--- config.mk ---
export PLATFORM = sky130hd
export DESIGN_NAME = div_sequencer
export DESIGN_NICKNAME = d
export VERILOG_FILES = /design/src/rtl/div_sequencer.sv
export SDC_FILE = /design/constraint.sdc
export NUM_CORES = 1
export LEC_CHECK = 0
export CORE_MARGIN = 4
export CORE_UTILIZATION = 50
export CTS_CLUSTER_DIAMETER = 120
export DETAILED_ROUTE_END_ITERATION = 8
export GPL_TIMING_DRIVEN = 0
export PLACE_DENSITY = 0.73
export SETUP_SLACK_MARGIN = 0.05
export SYNTH_ARGS = -nofsm -noshare
export SYNTH_HDL_FRONTEND = slang
export SYNTH_SLANG_ARGS = --single-unit
--- constraint.sdc ---
create_clock -name clk -period 6.6 [get_ports clk]
set_clock_uncertainty 0.15 [all_clocks]
set_input_delay 0.99 -clock clk [delete_from_list [all_inputs] [get_ports clk]]
set_output_delay 0.99 -clock clk [all_outputs]
set_load 0.005 [all_outputs]
--- src/rtl/div_sequencer.sv ---
`default_nettype none
// ============================================================================
// Module   : div_sequencer
// Brief    : Multi-cycle RV64M divide/remainder controller (radix-2 restoring).
// Revision : 1.0 - initial release
// ============================================================================
module div_sequencer (
   input  logic        clk,
   input  logic        reset,
   input  logic        flush,
   input  logic        in_valid,
   output logic        in_ready,
   input  logic [2:0]  in_op,
   input  logic [63:0] in_a,
   input  logic [63:0] in_b,
   output logic        out_valid,
   input  logic        out_ready,
   output logic [63:0] out_data,
   output logic        busy
);

   typedef enum logic [1:0] {
      IDLE = 2'd0,
      CALC = 2'd1,
      DONE = 2'd2
   } state_t;

   localparam logic [6:0]  c_iterWord  = 7'd32;
   localparam logic [6:0]  c_iterDword = 7'd64;
   localparam logic [63:0] c_minNegW   = 64'hFFFF_FFFF_8000_0000;
   localparam logic [63:0] c_minNegD   = 64'h8000_0000_0000_0000;

   state_t      r_state;
   state_t      w_stateNext;
   logic        r_isRem;
   logic        r_isWord;
   logic        r_negQuo;
   logic        r_negRem;
   logic [63:0] r_rem;
   logic [63:0] r_quo;
   logic [63:0] r_div;
   logic [6:0]  r_count;
   logic [63:0] r_outData;

   // Operand decode, evaluated against the live inputs for the accept edge
   logic        w_isUnsigned;
   logic        w_isRem;
   logic        w_isWord;
   logic [63:0] w_opA;
   logic [63:0] w_opB;
   logic        w_signA;
   logic        w_signB;
   logic [63:0] w_magA;
   logic [63:0] w_magB;
   logic        w_divZero;
   logic        w_overflow;
   logic        w_special;
   logic [63:0] w_specialRaw;
   logic [63:0] w_specialOut;
   logic        w_accept;

   assign w_isUnsigned = in_op[0];
   assign w_isRem      = in_op[1];
   assign w_isWord     = in_op[2];

   assign w_opA = !w_isWord ? in_a :
                  (w_isUnsigned ? {32'd0, in_a[31:0]} : {{32{in_a[31]}}, in_a[31:0]});
   assign w_opB = !w_isWord ? in_b :
                  (w_isUnsigned ? {32'd0, in_b[31:0]} : {{32{in_b[31]}}, in_b[31:0]});

   assign w_signA = !w_isUnsigned && w_opA[63];
   assign w_signB = !w_isUnsigned && w_opB[63];
   assign w_magA  = w_signA ? -w_opA : w_opA;
   assign w_magB  = w_signB ? -w_opB : w_opB;

   assign w_divZero  = (w_opB == 64'd0);
   assign w_overflow = !w_isUnsigned && (&w_opB) &&
                       (w_opA == (w_isWord ? c_minNegW : c_minNegD));
   assign w_special  = w_divZero || w_overflow;

   assign w_specialRaw = w_divZero ? (w_isRem ? w_opA : {64{1'b1}})
                                   : (w_isRem ? 64'd0 : w_opA);
   assign w_specialOut = w_isWord ? {{32{w_specialRaw[31]}}, w_specialRaw[31:0]}
                                  : w_specialRaw;

   // One restoring step; the extra bit keeps the shifted remainder exact for
   // divisors above 2^63.
   logic [64:0] w_shift;
   logic        w_fits;
   logic [63:0] w_remNext;
   logic [63:0] w_quoNext;
   logic [63:0] w_quoFix;
   logic [63:0] w_remFix;
   logic [63:0] w_calcRaw;
   logic [63:0] w_calcOut;

   assign w_shift   = {r_rem, r_quo[63]};
   assign w_fits    = (w_shift >= {1'b0, r_div});
   assign w_remNext = w_fits ? (w_shift[63:0] - r_div) : w_shift[63:0];
   assign w_quoNext = {r_quo[62:0], w_fits};

   assign w_quoFix  = r_negQuo ? -w_quoNext : w_quoNext;
   assign w_remFix  = r_negRem ? -w_remNext : w_remNext;
   assign w_calcRaw = r_isRem ? w_remFix : w_quoFix;
   assign w_calcOut = r_isWord ? {{32{w_calcRaw[31]}}, w_calcRaw[31:0]} : w_calcRaw;

   always_ff @(posedge clk or negedge reset) begin
      if (!reset) begin
         r_state <= IDLE;
      end else begin
         r_state <= w_stateNext;
      end
   end

   always_comb begin
      w_stateNext = r_state;
      in_ready    = (r_state == IDLE) && !flush;
      w_accept    = in_valid && in_ready;
      busy        = (r_state != IDLE);
      out_valid   = (r_state == DONE);
      case (r_state)
         IDLE: if (w_accept) w_stateNext = w_special ? DONE : CALC;
         CALC: if (r_count == 7'd1) w_stateNext = DONE;
         DONE: if (out_ready) w_stateNext = IDLE;
         default: w_stateNext = IDLE;
      endcase
      if (flush) begin
         w_stateNext = IDLE;
      end
   end

   always_ff @(posedge clk or negedge reset) begin
      if (!reset) begin
         r_isRem   <= 1'b0;
         r_isWord  <= 1'b0;
         r_negQuo  <= 1'b0;
         r_negRem  <= 1'b0;
         r_rem     <= 64'd0;
         r_quo     <= 64'd0;
         r_div     <= 64'd0;
         r_count   <= 7'd0;
         r_outData <= 64'd0;
      end else if (w_accept) begin
         r_isRem  <= w_isRem;
         r_isWord <= w_isWord;
         r_negQuo <= w_signA ^ w_signB;
         r_negRem <= w_signA;
         r_rem    <= 64'd0;
         // W magnitudes are left-aligned so every step consumes bit 63
         r_quo    <= w_isWord ? {w_magA[31:0], 32'd0} : w_magA;
         r_div    <= w_magB;
         r_count  <= w_isWord ? c_iterWord : c_iterDword;
         if (w_special) begin
            r_outData <= w_specialOut;
         end
      end else if ((r_state == CALC) && !flush) begin
         r_rem   <= w_remNext;
         r_quo   <= w_quoNext;
         r_count <= r_count - 7'd1;
         if (r_count == 7'd1) begin
            r_outData <= w_calcOut;
         end
      end
   end

   assign out_data = r_outData;

endmodule
`default_nettype wire

## Word level (Yosys, flattened, before mapping)

Cells that the tools add are included.

| operators by class | value |
|---|---|
| $add $sub $neg | 6 |
| order comparisons | 1 |
| equal/unequal tests | 8 |
| mux-type cells | 34 |
| bitwise logic cells | 1 |
| reductions and logical operators | 18 |

Operator list:

| operator | count |
|---|---|
| $mux W64 | 24 |
| $neg A64 Y64 | 4 |
| $ge A65 B64 Y1 | 1 |
| $eq A64 B64 Y1 | 1 |
| $logic_not A64 Y1 | 1 |
| $reduce_and A64 Y1 | 1 |
| $sub A64 B64 Y64 | 1 |
| $mux W63 | 1 |
| $mux W7 | 3 |
| $mux W2 | 5 |
| $eq A7 B1 Y1 const B | 1 |
| $logic_and A1 B1 Y1 | 7 |
| $sub A7 B1 Y7 const B | 1 |
| $ne A3 B3 Y1 const B | 2 |
| $pmux W2 S3 | 1 |
| $reduce_and A3 Y1 | 2 |
| $reduce_bool A2 Y1 | 3 |
| $ne A3 B2 Y1 const B | 1 |
| $eq A2 B1 Y1 const B | 1 |
| $eq A2 B2 Y1 const B | 1 |
| $logic_not A1 Y1 | 2 |
| $logic_not A2 Y1 | 1 |
| $ne A2 B2 Y1 const B | 1 |
| $logic_or A1 B1 Y1 | 1 |
| $xor A1 B1 Y1 | 1 |

| word-level totals | value |
|---|---|
| register bits after elaboration | 269 |
| bits of input ports | 136 |
| output and inout bits | 67 |

## Logic depth before layout (Yosys ltp)

| depth | value |
|---|---|
| depth after elaboration | 10 |
| depth in mapped cells | 29 |
| gate-level depth less buffers | 22 |

## Worst setup path after synthesis

Ideal clock, no wire load.

| timing | value |
|---|---|
| path kind | register to register |
| start | reg r_rem[0] |
| end | reg r_outData[58] (netlist: out_data[58]) |
| arrival | 5.990 ns |
| data required time | 6.373 ns |
| setup slack | 0.383 ns |
| stages on the path, launching flop included | 27 |
| path buffers | 6 |
| clock period less this slack | 6.217 ns |
| path through | dfrtp_1 -> ha_1 -> nor2b_1 -> o2111ai_4 -> a2111oi_2 -> o31a_2 -> o2111ai_4 -> nand2_4 -> buf_4 -> buf_4 -> buf_2 -> buf_2 -> buf_2 -> buf_2 -> nand2_1 -> o21ai_0 -> ha_1 -> nand3_1 -> or4b_2 -> o31a_1 -> a21oi_1 -> nand4_1 -> nor3_2 -> mux2i_1 -> nor3_1 -> a211o_1 -> a21oi_1 |

| between the ends | value |
|---|---|
| word-level cells in the longest chain between the ends | 9 |
| elaborated cells between the ends (all ways) | 12 |

RTL lines:

| what | RTL line | text |
|---|---|---|
| start: declaration | 39 | `logic [63:0] r_rem;` |
| start signal: assignment | 157 | `r_rem <= w_remNext;` |
| $sub A64 B64 Y64 / $ge A65 B64 Y1 (equally long branches) | 99, 98 |  |
| $mux W64 | 99 | `assign w_remNext = w_fits ? (w_shift[63:0] - r_div) : w_shift[63:0];` |
| $neg A64 Y64 | 103 | `assign w_remFix = r_negRem ? -w_remNext : w_remNext;` |
| $mux W64 | 103 |  |
| $mux W64 (*) | 104 | `assign w_calcRaw = r_isRem ? w_remFix : w_quoFix;` |
| $mux W64 (*) | 105 | `assign w_calcOut = r_isWord ? {{32{w_calcRaw[31]}}, w_calcRaw[31:0]} : w_calcRaw;` |
| $mux W64 (*) | 160 | `if (r_count == 7'd1) begin` |
| $mux W64 (*) | 156 | `end else if ((r_state == CALC) && !flush) begin` |
| $mux W64 (*) | 143 | `end else if (w_accept) begin` |
| end signal: assignment | 154 | `r_outData <= w_specialOut;` |
| end signal: assignment | 161 | `r_outData <= w_calcOut;` |
| end: declaration | 43 | `logic [63:0] r_outData;` |

Mark *: on every way between the ends. The rest lies on a longest branch, timed or not. The select of a mux whose other input is x is not followed.
A chain may end at the register's enable or synchronous reset.

## Worst setup path after layout

| timing | value |
|---|---|
| start | reg r_rem[19] |
| end | reg r_outData[42] (netlist: out_data[42]) |

Same word-level chain as after synthesis.

==> impl_results.md <==
- Die ar.: 0.0544 mm²
- Static leakage: 11.7 nW
- Layout overhead on the synthesized area: 17.3%
- RePlAce Congestion: 1.11
- Max-cap viol count: 0
- WP data required: 6860 ps
- CTS Buf Count: 34
- Number of global-route vias before repair: 26,800
- Distinct cells, synth: 108
- CP arrival: 6710 ps
- First-pass GRT wire length: 173 mm
- Period minus WS final: 6450 ps
- Pre-antenna DRT Iters: 7
- Yosys warnings: 0
- IO Pins: 203
- Async SR Flop Fraction: 1.00
- Chip width: 233 µm
- Power, Total: 19.2 mW
- Vias per cell: 6.84
- R2R cell count: 24
- Wirelength per Cell: 27.5 µm
- Final Non-Filler Cells: 4,356
- Sequential area share after synthesis: 0.265
- Vias after detailed routing: 29,800
- Final Instance Area: 0.0298 mm²
- DRC errors left: 0
- RSZ-0062 raised after global routing: yes
- CTS max path bufs: 3
- Measured slew at the worst slew-check pin: 1120 ps
- CTS tree: yes
- Top achievable clock speed: 0.155 GHz
- Hpwl dp: 96.9 mm
- Post-Syn Area: 0.0254 mm²
- Mapped Cells: 3,427
- Slew HR: 0.244
- Clk sinks: 269
- DIE HEIGHT: 233 µm
- Leading area contributor after synthesis: dfrtp_1
- Fraction of layout cells with a size suffix above 1: 0.0627
- Final setup vio count: 0
- Post-route ant nets: 0
- Setup CP Type: reg2reg
- Syn avg cell area: 7.41 µm²
- Status: finished, final reports clean
- Overall routing resource usage: 0.422
- Min-Delay Path Class: in2async
- Mapped Nets: 3,635
- Final Hold Fails: 0
- CP Launch Type: register
- Cells after DPL: 4,300
- FF-to-FF End: out_data[42]
- Pwr dens: 644 mW/mm²
- FF-to-FF setup slack: 150 ps
- Starting DRT DRC Count: 4,469
- Htree depth: 2
- Most common flop cell mapped by yosys: dfrtp_1
- Worst skew pair latency: 570 ps
- GRT Residual Overflow: 0
- Synth Register Bits: 269
- Max IR drop VDD: 340 µV
- Initial antenna violation count: 1
- Crit share post-route: 0.978
- Worst-path maximum fanout: 19
- Root buffer cell: clkbuf_16
- Dpl cell area: 0.0283 mm²
- Reg clk slew, reported paths: 60 ps
- Post-synth EDFFs: 0
- CP Capture Type: register
- Initial core utilization: 0.506
- Reg-to-Reg Start: r_rem[19]
- Total Wirelength: 120 mm
- # hold bufs at CTS: 0
- Synth top area share: 0.265
- Slew Viols, Final: 0
- # nets final: 3,865
- Synth area leaders: dfrtp_1, o21ai_0, a21oi_1
- Core box area: 0.0502 mm²
- Largest net degree at the start of global routing: 106
- FP Rows: 82
- IO buf count: 199
-- per-stage QoR --
| stage | hold WS, ps | utilization | TNS, ps | setup WS [ps] |
|---|---|---|---|---|
| after floorplan | 293 | - | 0 | 383 |
| after global placement | 312 | 0.562 | -2016180 | -7420 |
| after detailed placement | 322 | 0.564 | -29200 | -1720 |
| after CTS | 311 | 0.589 | 0 | 99.8 |
| after global routing | 335 | 0.593 | 0 | 31.9 |
| final | 273 | 0.593 | 0 | 148 |
-- layout make-up --
cell class                 instances  area [µm²]
fill                            4782       20400
multi-input combinational       2814       17500
sequential                       269        6740
timing repair buffer             220        2190
clock buffer                      44         980
buffer                           198         872
tap                              672         841
inverter                         120         459
clock inverter                    18         224
antenna                            1        2.50
-- routing by layer --
layer / share of wire / up-vias / track usage
met1: 0.37 / 13900 / 0.561
met2: 0.40 / 2397 / 0.598
met5: 0.00011 / - / 0
met3: 0.16 / 477 / 0.172
met4: 0.060 / 2 / 0.193
li1: - / 13000 / -
-- what timing repair did --
action | CTS | global route
buffers inserted | 4 | 15
resized for setup | 33 | 39
endpoints found under the setup margin | 30 | 14
pin swaps | 5 | 13
-- kinds of logic (layout without fill, tap and decap cells) --
logic type               after synthesis  count (layout)  share of synthesized area
AO/OA/AOI/OAI                       1156            1156                      0.283
XOR/XNOR                             258             258                     0.0890
adder cells (fa/ha/maj)               78              78                     0.0382
buffers and inverters                344             600                     0.0537
flip-flops                           269             269                      0.265
multiplexers                          91              91                     0.0364
other                                  0               1                          0
AND/OR/NAND/NOR                     1231            1231                      0.234
-- worst max-delay path by stage --
stage	endpoint	start	slack, ps
CTS	out_data[50]	r_quo[63]	100
detailed placement	out_data[42]	r_rem[35]	-1720
finish	out_data[42]	r_rem[19]	150
global placement	r_quo[21]	reset	-7420
global route	out_data[62]	r_rem[17]	30
floorplan	out_data[58]	r_rem[0]	380
-- flip-flops by register name (all words and copies together), names as in the netlist --
register	count
out_data	64
r_rem	64
r_quo	64
r_negQuo	1
r_div	64
r_isRem	1
r_negRem	1
r_count	7
r_isWord	1
r_state	2
-- synthesized netlist by cell type, drive strengths merged, types with 9 or more instances --
cell and count:
nand2b 12, a31oi 56, or3 52, ha 71, a22oi 14, o21bai 13, o41ai 24, nor2 315
nand3b 12, o211ai 49, mux2i 80, a21o 35, a21oi 318, xor2 101, and3 26, o31ai 54
buf 48, o21ai 378, nor4 45, o31a 14, a221oi 11, or4 25, o22ai 43, nand4 64
and2 25, xnor2 157, or2 24, a31o 9, nor2b 11, nand3 109, a211o 11, dfrtp 269
clkbuf 176, nand2 390, o21a 19, mux2 11, o211a 9, nor3b 10, inv 120, a211oi 40
nor3 84
-- worst max-delay path: stages (launching register included) --
cell       delay, ps
dfrtp_1          520
ha_1             470
a21oi_1          420
o21ai_4          180
a21oi_1          190
o211ai_1         130
buf_4            170
o2111ai_4        260
nand2_4          120
inv_6            190
buf_6            210
buf_8            240
mux2i_2          320
ha_2             280
nand3_1           90
or4b_2           640
o31a_1           190
a21oi_2          210
nand4_1          110
buf_4            200
o21ai_0          210
xnor2_1          240
o22ai_1          140
o21ai_1          280
mux2i_1          120
-- power by group --
part           total, mW  switching (mW)  internal (mW)
sequential          3.34            1.01           2.33
combinational       13.8            9.15           4.66
clock               2.03           0.811           1.22
-- cell usage in the layout, fill, tap and decap left out, types with 54 or more instances in the layout --
master             n
o21ai_0          359
nand2_1          388
nor3_1            80
clkbuf_1         157
nand3_1          108
a21oi_1          310
a31oi_1           54
nor2_1           313
xnor2_1          157
dfrtp_1          261
inv_1            118
xor2_1           101
clkdlybuf4s50_1  198
mux2i_1           79
nand4_1           63
ha_1              57
Note: power is estimated with default switching activity, not from simulation.
